File: src/rtl/seg7_scan_monitor.sv
// Receive-side monitor for a multiplexed two-digit 7-segment display: filters and decodes
// each scanned glyph, reassembles the count and checks it against a fixed 10-entry sequence.
module seg7_scan_monitor #(
    parameter int unsigned STABLE_CYCLES = 4,
    parameter int unsigned ERR_W         = 8
) (
    input  logic             clk_i,
    input  logic             reset_i,
    input  logic [3:0]       control_i,
    input  logic [7:0]       display_i,
    output logic [7:0]       value_o,
    output logic             value_valid_o,
    output logic             locked_o,
    output logic [3:0]       seq_index_o,
    output logic             seq_error_o,
    output logic             glyph_error_o,
    output logic [ERR_W-1:0] err_count_o
);

    localparam int unsigned CntW = $clog2(STABLE_CYCLES + 1);
    // Entry 0 sits in the low byte: 120,154,204,254,15,61,55,50,86,147.
    localparam logic [79:0] SeqTable = {8'h93, 8'h56, 8'h32, 8'h37, 8'h3D,
                                        8'h0F, 8'hFE, 8'hCC, 8'h9A, 8'h78};

    typedef enum logic [0:0] {StHunt, StLocked} state_e;

    logic [3:0]       ctrl_q;
    logic [7:0]       disp_q;
    logic [11:0]      prev_q;
    logic [CntW-1:0]  cnt_q, cnt_d;
    logic             same;
    logic             acc_q, acc_d;
    logic [3:0]       acc_ctrl_q;
    logic [6:0]       acc_seg_q;

    logic             glyph_ok;
    logic [3:0]       glyph_nib;
    logic             is_hi, is_lo;
    logic [3:0]       hi_nib_q, hi_nib_d, lo_nib_q, lo_nib_d;
    logic             hi_seen_q, hi_seen_d, lo_seen_q, lo_seen_d;
    logic             first_q, first_d;
    logic [7:0]       value_q, value_d;
    logic             vv_q, vv_d;
    logic             glyph_err_q, glyph_err_d;

    state_e           state_q, state_d;
    logic [3:0]       idx_q, idx_d;
    logic             seq_err_q, seq_err_d;
    logic             found;
    logic [3:0]       found_idx;
    logic [3:0]       next_idx;
    logic [7:0]       expected;

    logic [ERR_W-1:0] err_q, err_d;
    logic [ERR_W:0]   err_sum;

    // Stability filter: the count parks at STABLE_CYCLES so a held pattern is accepted once.
    always_comb begin
        same  = ({ctrl_q, disp_q} == prev_q);
        cnt_d = cnt_q;
        acc_d = 1'b0;
        if (!same) begin
            cnt_d = CntW'(1);
        end else if (cnt_q < CntW'(STABLE_CYCLES)) begin
            cnt_d = cnt_q + CntW'(1);
            acc_d = (cnt_q == CntW'(STABLE_CYCLES - 1));
        end
    end

    // Decimal point is don't-care for decoding.
    always_comb begin
        glyph_ok  = 1'b1;
        glyph_nib = 4'h0;
        case ({acc_seg_q, 1'b0})
            8'hFC: glyph_nib = 4'h0;
            8'h60: glyph_nib = 4'h1;
            8'hDA: glyph_nib = 4'h2;
            8'hF2: glyph_nib = 4'h3;
            8'h66: glyph_nib = 4'h4;
            8'hB6: glyph_nib = 4'h5;
            8'hBE: glyph_nib = 4'h6;
            8'hE0: glyph_nib = 4'h7;
            8'hFE: glyph_nib = 4'h8;
            8'hF6: glyph_nib = 4'h9;
            8'hFA: glyph_nib = 4'hA;
            8'h3E: glyph_nib = 4'hB;
            8'h1A: glyph_nib = 4'hC;
            8'h7A: glyph_nib = 4'hD;
            8'hDE: glyph_nib = 4'hE;
            8'h8E: glyph_nib = 4'hF;
            default: glyph_ok = 1'b0;
        endcase
    end

    always_comb begin
        is_hi       = acc_q && (acc_ctrl_q == 4'b0111);
        is_lo       = acc_q && (acc_ctrl_q == 4'b1011);
        hi_nib_d    = hi_nib_q;
        lo_nib_d    = lo_nib_q;
        hi_seen_d   = hi_seen_q;
        lo_seen_d   = lo_seen_q;
        glyph_err_d = 1'b0;
        value_d     = value_q;
        vv_d        = 1'b0;
        first_d     = first_q;
        if ((is_hi || is_lo) && !glyph_ok) begin
            glyph_err_d = 1'b1;
        end else if (is_hi) begin
            hi_nib_d  = glyph_nib;
            hi_seen_d = 1'b1;
        end else if (is_lo) begin
            lo_nib_d  = glyph_nib;
            lo_seen_d = 1'b1;
        end
        // Frame completes on the acceptance that fills the second slot.
        if (hi_seen_d && lo_seen_d) begin
            hi_seen_d = 1'b0;
            lo_seen_d = 1'b0;
            if (({hi_nib_d, lo_nib_d} != value_q) || first_q) begin
                value_d = {hi_nib_d, lo_nib_d};
                vv_d    = 1'b1;
                first_d = 1'b0;
            end
        end
    end

    always_comb begin
        found     = 1'b0;
        found_idx = 4'd0;
        expected  = 8'h00;
        next_idx  = (idx_q == 4'd9) ? 4'd0 : idx_q + 4'd1;
        for (int i = 0; i < 10; i++) begin
            if (value_q == SeqTable[i*8 +: 8]) begin
                found     = 1'b1;
                found_idx = 4'(i);
            end
            if (next_idx == 4'(i)) begin
                expected = SeqTable[i*8 +: 8];
            end
        end
    end

    always_comb begin
        state_d   = state_q;
        idx_d     = idx_q;
        seq_err_d = 1'b0;
        if (vv_q) begin
            unique case (state_q)
                StHunt: begin
                    if (found) begin
                        state_d = StLocked;
                        idx_d   = found_idx;
                    end
                end
                StLocked: begin
                    if (value_q == expected) begin
                        idx_d = next_idx;
                    end else if (found) begin
                        seq_err_d = 1'b1;
                        idx_d     = found_idx;
                    end else begin
                        seq_err_d = 1'b1;
                        state_d   = StHunt;
                    end
                end
                default: state_d = StHunt;
            endcase
        end
    end

    always_comb begin
        err_sum = {1'b0, err_q} + {{ERR_W{1'b0}}, seq_err_d} + {{ERR_W{1'b0}}, glyph_err_d};
        err_d   = err_sum[ERR_W] ? {ERR_W{1'b1}} : err_sum[ERR_W-1:0];
    end

    always_ff @(posedge clk_i) begin
        if (reset_i) begin
            ctrl_q      <= 4'hF;
            disp_q      <= 8'h00;
            prev_q      <= {4'hF, 8'h00};
            cnt_q       <= '0;
            acc_q       <= 1'b0;
            acc_ctrl_q  <= 4'hF;
            acc_seg_q   <= 7'h00;
            hi_nib_q    <= 4'h0;
            lo_nib_q    <= 4'h0;
            hi_seen_q   <= 1'b0;
            lo_seen_q   <= 1'b0;
            first_q     <= 1'b1;
            value_q     <= 8'h00;
            vv_q        <= 1'b0;
            glyph_err_q <= 1'b0;
            state_q     <= StHunt;
            idx_q       <= 4'd0;
            seq_err_q   <= 1'b0;
            err_q       <= '0;
        end else begin
            ctrl_q      <= control_i;
            disp_q      <= display_i;
            prev_q      <= {ctrl_q, disp_q};
            cnt_q       <= cnt_d;
            acc_q       <= acc_d;
            acc_ctrl_q  <= ctrl_q;
            acc_seg_q   <= disp_q[7:1];
            hi_nib_q    <= hi_nib_d;
            lo_nib_q    <= lo_nib_d;
            hi_seen_q   <= hi_seen_d;
            lo_seen_q   <= lo_seen_d;
            first_q     <= first_d;
            value_q     <= value_d;
            vv_q        <= vv_d;
            glyph_err_q <= glyph_err_d;
            state_q     <= state_d;
            idx_q       <= idx_d;
            seq_err_q   <= seq_err_d;
            err_q       <= err_d;
        end
    end

    assign value_o       = value_q;
    assign value_valid_o = vv_q;
    assign locked_o      = (state_q == StLocked);
    assign seq_index_o   = idx_q;
    assign seq_error_o   = seq_err_q;
    assign glyph_error_o = glyph_err_q;
    assign err_count_o   = err_q;

endmodule

File: config.mk
export PLATFORM = sky130hd
export DESIGN_NAME = seg7_scan_monitor
export DESIGN_NICKNAME = d
export VERILOG_FILES = /design/src/rtl/seg7_scan_monitor.sv
export SDC_FILE = /design/constraint.sdc
export NUM_CORES = 1
export LEC_CHECK = 0
export BUFFER_PORTS_ARGS = -buffer_cell sky130_fd_sc_hd__buf_4
export CORE_UTILIZATION = 35
export DETAILED_ROUTE_END_ITERATION = 8
export HOLD_SLACK_MARGIN = 0.1
export PLACE_DENSITY = 0.51
export SETUP_SLACK_MARGIN = 0.5
export SLEW_MARGIN = 40
export SYNTH_ARGS = -nofsm -noshare
export SYNTH_HDL_FRONTEND = slang
export SYNTH_SLANG_ARGS = --single-unit
File: constraint.sdc
create_clock -name clk_i -period 4.2 [get_ports clk_i]
set_clock_uncertainty 0.05 [all_clocks]
set_input_delay 0.84 -clock clk_i [delete_from_list [all_inputs] [get_ports clk_i]]
set_output_delay 0.84 -clock clk_i [all_outputs]
set_load 0.02 [all_outputs]
==> impl_metrics.toml, run 1 <==
[detailed_routing]
via_per_inst = 5.54
wl_per_cell_um = 15.1
drt_first_pass_iters = 6
drc_errors = 0
drt_iter0_drc = 202
ant_nets = 0
wl_um = 9400
via_count = 3438

[min_path]
hold_path_end = "prev_q[11]"
min-delay-start = "ctrl_q[3]"
hold_depth = 1
min_path_type = "flip-flop to flip-flop"

[synth]
synthArstFlopShare_pct = 0
synthCells = 467
yosysTopAreaCellShare_pct = 33.1
syn_avg_cell_area_um2 = 8.16
synthTopCellsByArea = "dfxtp_1 (33%), xnor2_1 (5.3%), nor2b_1 (4.6%)"
ys_ff_latch = 63
ys_types = 71
yosysWarningCount = 0
synth_nets = 485
syn_area_um2 = 3810
synthFlopType = "dfxtp_1"
yosysSeqAreaShare_pct = 33.1
synth-edff-count = 0
synth_top_area_cell = "dfxtp_1"

[place]
hpwlAfterDp_um = 6410
portBuffers = 37
pre_cts_ws_ns = 0.451
gp_congestion = 0.855

[power]
leakagePower_nw = 1.55
ir_worst_vdd_mv = 0.174
p_per_area_nw_per_um2 = 309

[critical_path]
crit_chain = "nand2_1 -> or4b_1 -> nand3_2 -> o21ai_1 -> a221o_1 -> a221o_1 -> o41ai_4 -> buf_4 -> mux2_2"
path_class = "flip-flop to flip-flop"
start_kind = "flip-flop"
cp_slowest_cell = "or4b_1"
cp_top_family = "compound AO/OA/AOI/OAI gates"
r2r-end = "value_o[0]"
arrival_ns = 3.72
reg2reg_depth = 9
cp_max_fo = 11
reg2reg_setup_slack_ns = 0.67
required_ns = 4.39
r2r-start = "prev_q[5]"
crit_top_cell = "a221o_1"
cp-end-kind = "flip-flop"
path_buf_inv = 1
cpPeakStageDelay_ns = 0.60

[sta]
min_period_ns = 3.53
rsz0062_at_grt = "false"
fmax_ghz = 0.283
worst_slack_ns = 0.667
fin_tns_setup_ns = 0
finalHoldViolCount = 0
drv_slew = 0
relSlewSlack_pct = 53.3
worst_pin_slew_ns = 0.696
fin_crit_sh_pct = 84.1
setup_viol = 0

[cts]
cts_root_buf = "clkbuf_8"
htree_levels = 3
cts_buffers = 9
clock_sink_count = 63
cts_buffer_depth = 2
hold_buffers = 0
cts_tree = "built"
clkTransAtPathRegs_ns = 0.08
clkLatencyLatePin_ns = 0.35

[run]
maxCapViolations = 0

[die]
dieArea_um2 = 11300
die_h_um = 106
die_w_um = 106
num_rows = 37
core-area_um2 = 10500
initial_utilization_pct = 36.4
io-pin-count = 38

[cells_and_area]
syn2layout_area_growth_pct = 15.1
fillers = 1092
n_antenna_cell = 0
finalNetCount = 498
drive_gt1_share_pct = 18.8

[grt]
grt_pass1_vias = 3026
grt_pass1_wl_um = 15300
antenna_found_initial = 0
grt_usage_pct = 17.0
grt_overflow_total = 0
grt_max_degree = 62

[outcome]
status = "completed"
## report_power, final
| group | total, W | internal (W) | leakage, nW | switching [W] |
|---|---|---|---|---|
| registers | 0.000623 | 0.000609 | 0.515 | 0.0000147 |
| logic | 0.0000485 | 0.0000279 | 0.915 | 0.0000206 |
| clock network | 0.000684 | 0.000415 | 0.124 | 0.000269 |
| total | 0.00136 | 0.00105 | 1.55 | 0.000304 |
## sequential cells by signal, summed over array words and instances (netlist names)
| register | flops |
|---|---|
| locked_o | 1 |
| prev_q | 12 |
| seq_index_o | 4 |
| first_q | 1 |
| seq_error_o | 1 |
| value_valid_o | 1 |
| acc_q | 1 |
| glyph_error_o | 1 |
| hi_seen_q | 1 |
| cnt_q | 3 |
| lo_seen_q | 1 |
| err_count_o | 8 |
| hi_nib_q | 4 |
| disp_q | 8 |
| value_o | 8 |
| ctrl_q | 4 |
| lo_nib_q | 4 |
## stage by stage
step / power (W) / hold slack, ns / cell area, um2 / std cells / utilization, %
2_1_floorplan: 0.000670 / 0.387 / 3810 / 467 / -
3_3_place_gp: 0.000685 / 0.406 / 4120 / 604 / 39.3
3_5_place_dp: 0.000686 / 0.404 / 4120 / 604 / 39.3
4_1_cts: 0.00137 / 0.421 / 4380 / 620 / 41.8
5_1_grt: 0.00140 / 0.437 / 4390 / 621 / 42.0
6_report: 0.00136 / 0.417 / 4390 / 621 / 42.0
## worst register-to-register path, cell delays in order (launching register included)
cell and delay, ns:
dfxtp_1 0.58, nand2_1 0.24, or4b_1 0.60, nand3_2 0.20, o21ai_1 0.14, a221o_1 0.32, a221o_1 0.39, o41ai_4 0.35
buf_4 0.21, mux2_2 0.34
## how the worst max path moves through the flow
stage | to | from | depth (start not counted)
after floorplan | value_o[0] | prev_q[2] | 10
after global placement | value_o[3] | prev_q[7] | 9
after detailed placement | value_o[0] | prev_q[7] | 9
after CTS | value_o[0] | prev_q[4] | 9
after global routing | value_o[0] | prev_q[6] | 9
final | value_o[0] | prev_q[5] | 9
## synth_stat cells (6+ instances only)
master	n
nor3b_1	6
o21ai_0	20
dfxtp_1	63
nor3_1	16
a21oi_1	22
a211o_1	6
xor2_1	6
xnor2_1	23
clkbuf_1	28
a31oi_1	7
inv_1	14
nand2b_1	7
a211oi_1	12
or2_2	12
nand2_1	27
nor2_1	37
nand4_1	9
nor2b_1	28
a22oi_1	6
mux2_2	7
nand3_1	11
## what timing repair did
item,4_1_cts,5_1_grt
buffers inserted,0,1
pin swaps,0,1
gates resized for setup,2,4
setup endpoints to repair,6,12
## kinds of logic (layout without fill, tap and decap cells)
group / Yosys count / in the layout / synth area share [%]
simple gates: 187 / 187 / 27.5
compound gates: 122 / 122 / 23.0
flops: 63 / 63 / 33.1
buf+inv: 53 / 71 / 5.71
xor+xnor: 29 / 29 / 6.66
mux: 9 / 9 / 2.59
fa+ha+maj: 4 / 4 / 1.51
## cell type report
| cell class | instances | area (um2) | area share [%] |
|---|---|---|---|
| Timing Repair Buffer | 40 | 300 | 6.84 |
| Sequential cell | 63 | 1270 | 28.9 |
| Clock buffer | 10 | 138 | 3.14 |
| Inverter | 15 | 57.6 | 1.31 |
| Clock inverter | 6 | 115 | 2.62 |
| Tap cell | 136 | 170 | 3.88 |
| Multi-Input combinational cell | 351 | 2340 | 53.3 |
## layout by cell type, fill, tap and decap left out, drive strengths merged, types with 5 or more instances in the layout
master	Yosys	final
inv	14	16
nor2	37	37
a31oi	7	7
dfxtp	63	63
nand4	9	9
nand2b	7	7
or2	12	12
o2111ai	6	6
and3	5	5
a22oi	6	6
nor2b	28	28
nand2	27	27
xor2	6	6
o21ai	22	22
nor3	16	16
a211o	6	6
clkbuf	28	10
buf	10	40
mux2	7	7
nand3	12	12
xnor2	23	23
and2	5	5
a21oi	22	22
nor3b	6	6
a211oi	12	12
a221oi	5	5
## per-layer routing
metal  routed length (um)  GRT usage, %  up-vias
li1                     -             -     1732
met2                 4060          25.1       90
met4                  102          6.65        0
met5                    0             0        -
met3                  443          2.94       10
met1                 4790          24.4     1606
(Power assumes the default switching activity.)
==> run 2: changes to the inputs <==
- clock period: 4.2 -> 3.7 ns (I/O delays scaled with it)
==> run 2 against run 1 <==
Critical path type unchanged. Hold slack lost 0.0051 ns. Non-clock buffer count grew 35. Final area grew 9.1%. Via count grew 5.2%. Global-route usage grew 0.67 points. Sequential share of layout area shrank 1.8 points. Critical path depth grew 2. Flip-flop and latch count is the same. Combinational power grew 47%. Die area is the same.
==> impl_metrics.toml, run 2 (synthesized netlist as in run 1, its figures left out) <==
[critical_path]
reg2reg_depth = 11
r2r-start = "prev_q[7]"
cp-end-kind = "flip-flop"
r2r-end = "value_o[5]"
reg2reg_setup_slack_ns = 0.53
arrival_ns = 3.35
start_kind = "flip-flop"
required_ns = 3.89
cp_max_fo = 7
path_class = "flip-flop to flip-flop"

[detailed_routing]
drt_first_pass_iters = 4
wl_um = 10000
top_layer = "met4"
routed-wl-met3_um = 455
wl_met1_um = 4720
drt_iter0_drc = 201
ant_nets = 0
drc_errors = 0
via_count = 3617
via_per_inst = 5.51
wl_per_cell_um = 15.3
met2_length_um = 4740

[min_path]
hold_depth = 1
hold_path_end = "prev_q[10]"
min-delay-start = "ctrl_q[2]"
min_path_type = "flip-flop to flip-flop"

[place]
gp_congestion = 0.823
hpwlAfterDp_um = 6710
portBuffers = 37

[cts]
cts_tree = "built"
cts_root_buf = "clkbuf_8"
htree_levels = 3
clkTransAtPathRegs_ns = 0.08
clkLatencyLatePin_ns = 0.34
clock_sink_count = 63
cts_buffer_depth = 2
cts_buffers = 9
hold_buffers = 0

[grt]
antenna_found_initial = 0
grt_max_degree = 62
grt_usage_pct = 17.7
grt_overflow_total = 0
grt_pass1_vias = 3204
grt_pass1_wl_um = 15800

[cells_and_area]
drive_gt1_share_pct = 29.0
syn2layout_area_growth_pct = 25.6
n_antenna_cell = 0
finalNetCount = 533
final_cell_mix = "buf_4 (73), dfxtp_1 (50), nor2_1 (37), nor2b_1 (28)"
mostFrequentLayoutCell = "buf_4"
largest_reg_flops = 12
regMostFlops = "prev_q"

[sta]
setup_viol = 0
fin_crit_sh_pct = 85.6
fmax_ghz = 0.316
rsz0062_at_grt = "true"
fin_tns_setup_ns = 0
min_period_ns = 3.17
drv_slew = 0
worst_pin_slew_ns = 0.600
relSlewSlack_pct = 60.0
finalHoldViolCount = 0

[outcome]
status = "completed"

[die]
initial_utilization_pct = 36.4
io-pin-count = 38
core-area_um2 = 10500
num_rows = 37
dieArea_um2 = 11300
die_h_um = 106
die_w_um = 106

[power]
p_clk_share_pct = 43.7
combPwrFrac_pct = 5.2
p_int_w = 0.00104
netSwitchingFraction_pct = 24.0
pwr-share-seq_pct = 51.1
p_switching_w = 0.000330
total_power_w = 0.00137
p_per_area_nw_per_um2 = 287
leakagePower_nw = 1.80
ir_worst_vdd_mv = 0.235

[run]
maxCapViolations = 0
-- run 2: changes by cell type in the layout (fill, tap and decap cells not counted), sizes merged --
cell and change:
inv -1, clkinv +3, bufinv -2, buf +35
-- run 2: worst max-delay path by stage --
stage	start	to	slack, ns	cells after the start
3_3_place_gp	prev_q[7]	value_o[5]	0.22	9
3_5_place_dp	prev_q[7]	value_o[3]	0.17	9
4_1_cts	prev_q[6]	value_o[4]	0.50	9
2_1_floorplan	prev_q[7]	value_o[0]	0.48	10
6_report	prev_q[7]	value_o[5]	0.53	11
5_1_grt	prev_q[7]	value_o[4]	0.42	11
-- run 2: per-layer routing --
metal / global-route usage, % / up-vias
met1: 23.3 / 1714
li1: - / 1800
met5: 0 / -
met3: 4.11 / 12
met2: 28.7 / 91
met4: 4.86 / 0
-- run 2: cell type report --
class	instances	area, um2
Clock buffer	10	128
Clock inverter	6	68.8
Fill cell	1059	5670
Inverter	15	57.6
Multi-Input combinational cell	351	2490
Sequential cell	63	1290
Tap cell	136	170
Timing Repair Buffer	75	579
-- run 2: stage by stage --
stage | std cells | setup slack, ns | hold WS, ns | cell area, um2 | utilization [%]
final | 656 | 0.533 | 0.412 | 4790 | 45.8
after global routing | 656 | 0.425 | 0.427 | 4790 | 45.8
after CTS | 646 | 0.503 | 0.415 | 4610 | 44.0
after detailed placement | 621 | 0.174 | 0.400 | 4310 | 41.2
after global placement | 621 | 0.218 | 0.405 | 4310 | 41.2
after floorplan | 467 | 0.477 | 0.387 | 3900 | -
-- run 2: worst max-delay path, cell delays in order, from the launching register on --
cell	delay (ns)
dfxtp_4	0.37
or4_4	0.52
a211o_1	0.34
o2111ai_4	0.14
nor4_4	0.11
clkinv_2	0.13
buf_4	0.13
nor2_1	0.04
or4b_4	0.49
o41ai_4	0.24
buf_6	0.19
mux2_4	0.30
-- run 2: timing repair --
item / in CTS / in global routing
endpoints found under the hold margin: 0 / 0
resized for setup: 13 / 31
buffers inserted: 9 / 10
pin swaps: 5 / 8
endpoints found under the setup margin: 15 / 15
-- run 2: power by group through the flow --
stage                     Sequential (W)  Combinational [W]  Clock, W
final                           0.000702          0.0000713  0.000600
after global routing            0.000704          0.0000799  0.000652
after CTS                       0.000703          0.0000641  0.000617
after detailed placement        0.000723          0.0000566         0
after global placement          0.000723          0.0000563         0
after floorplan                 0.000713          0.0000515         0
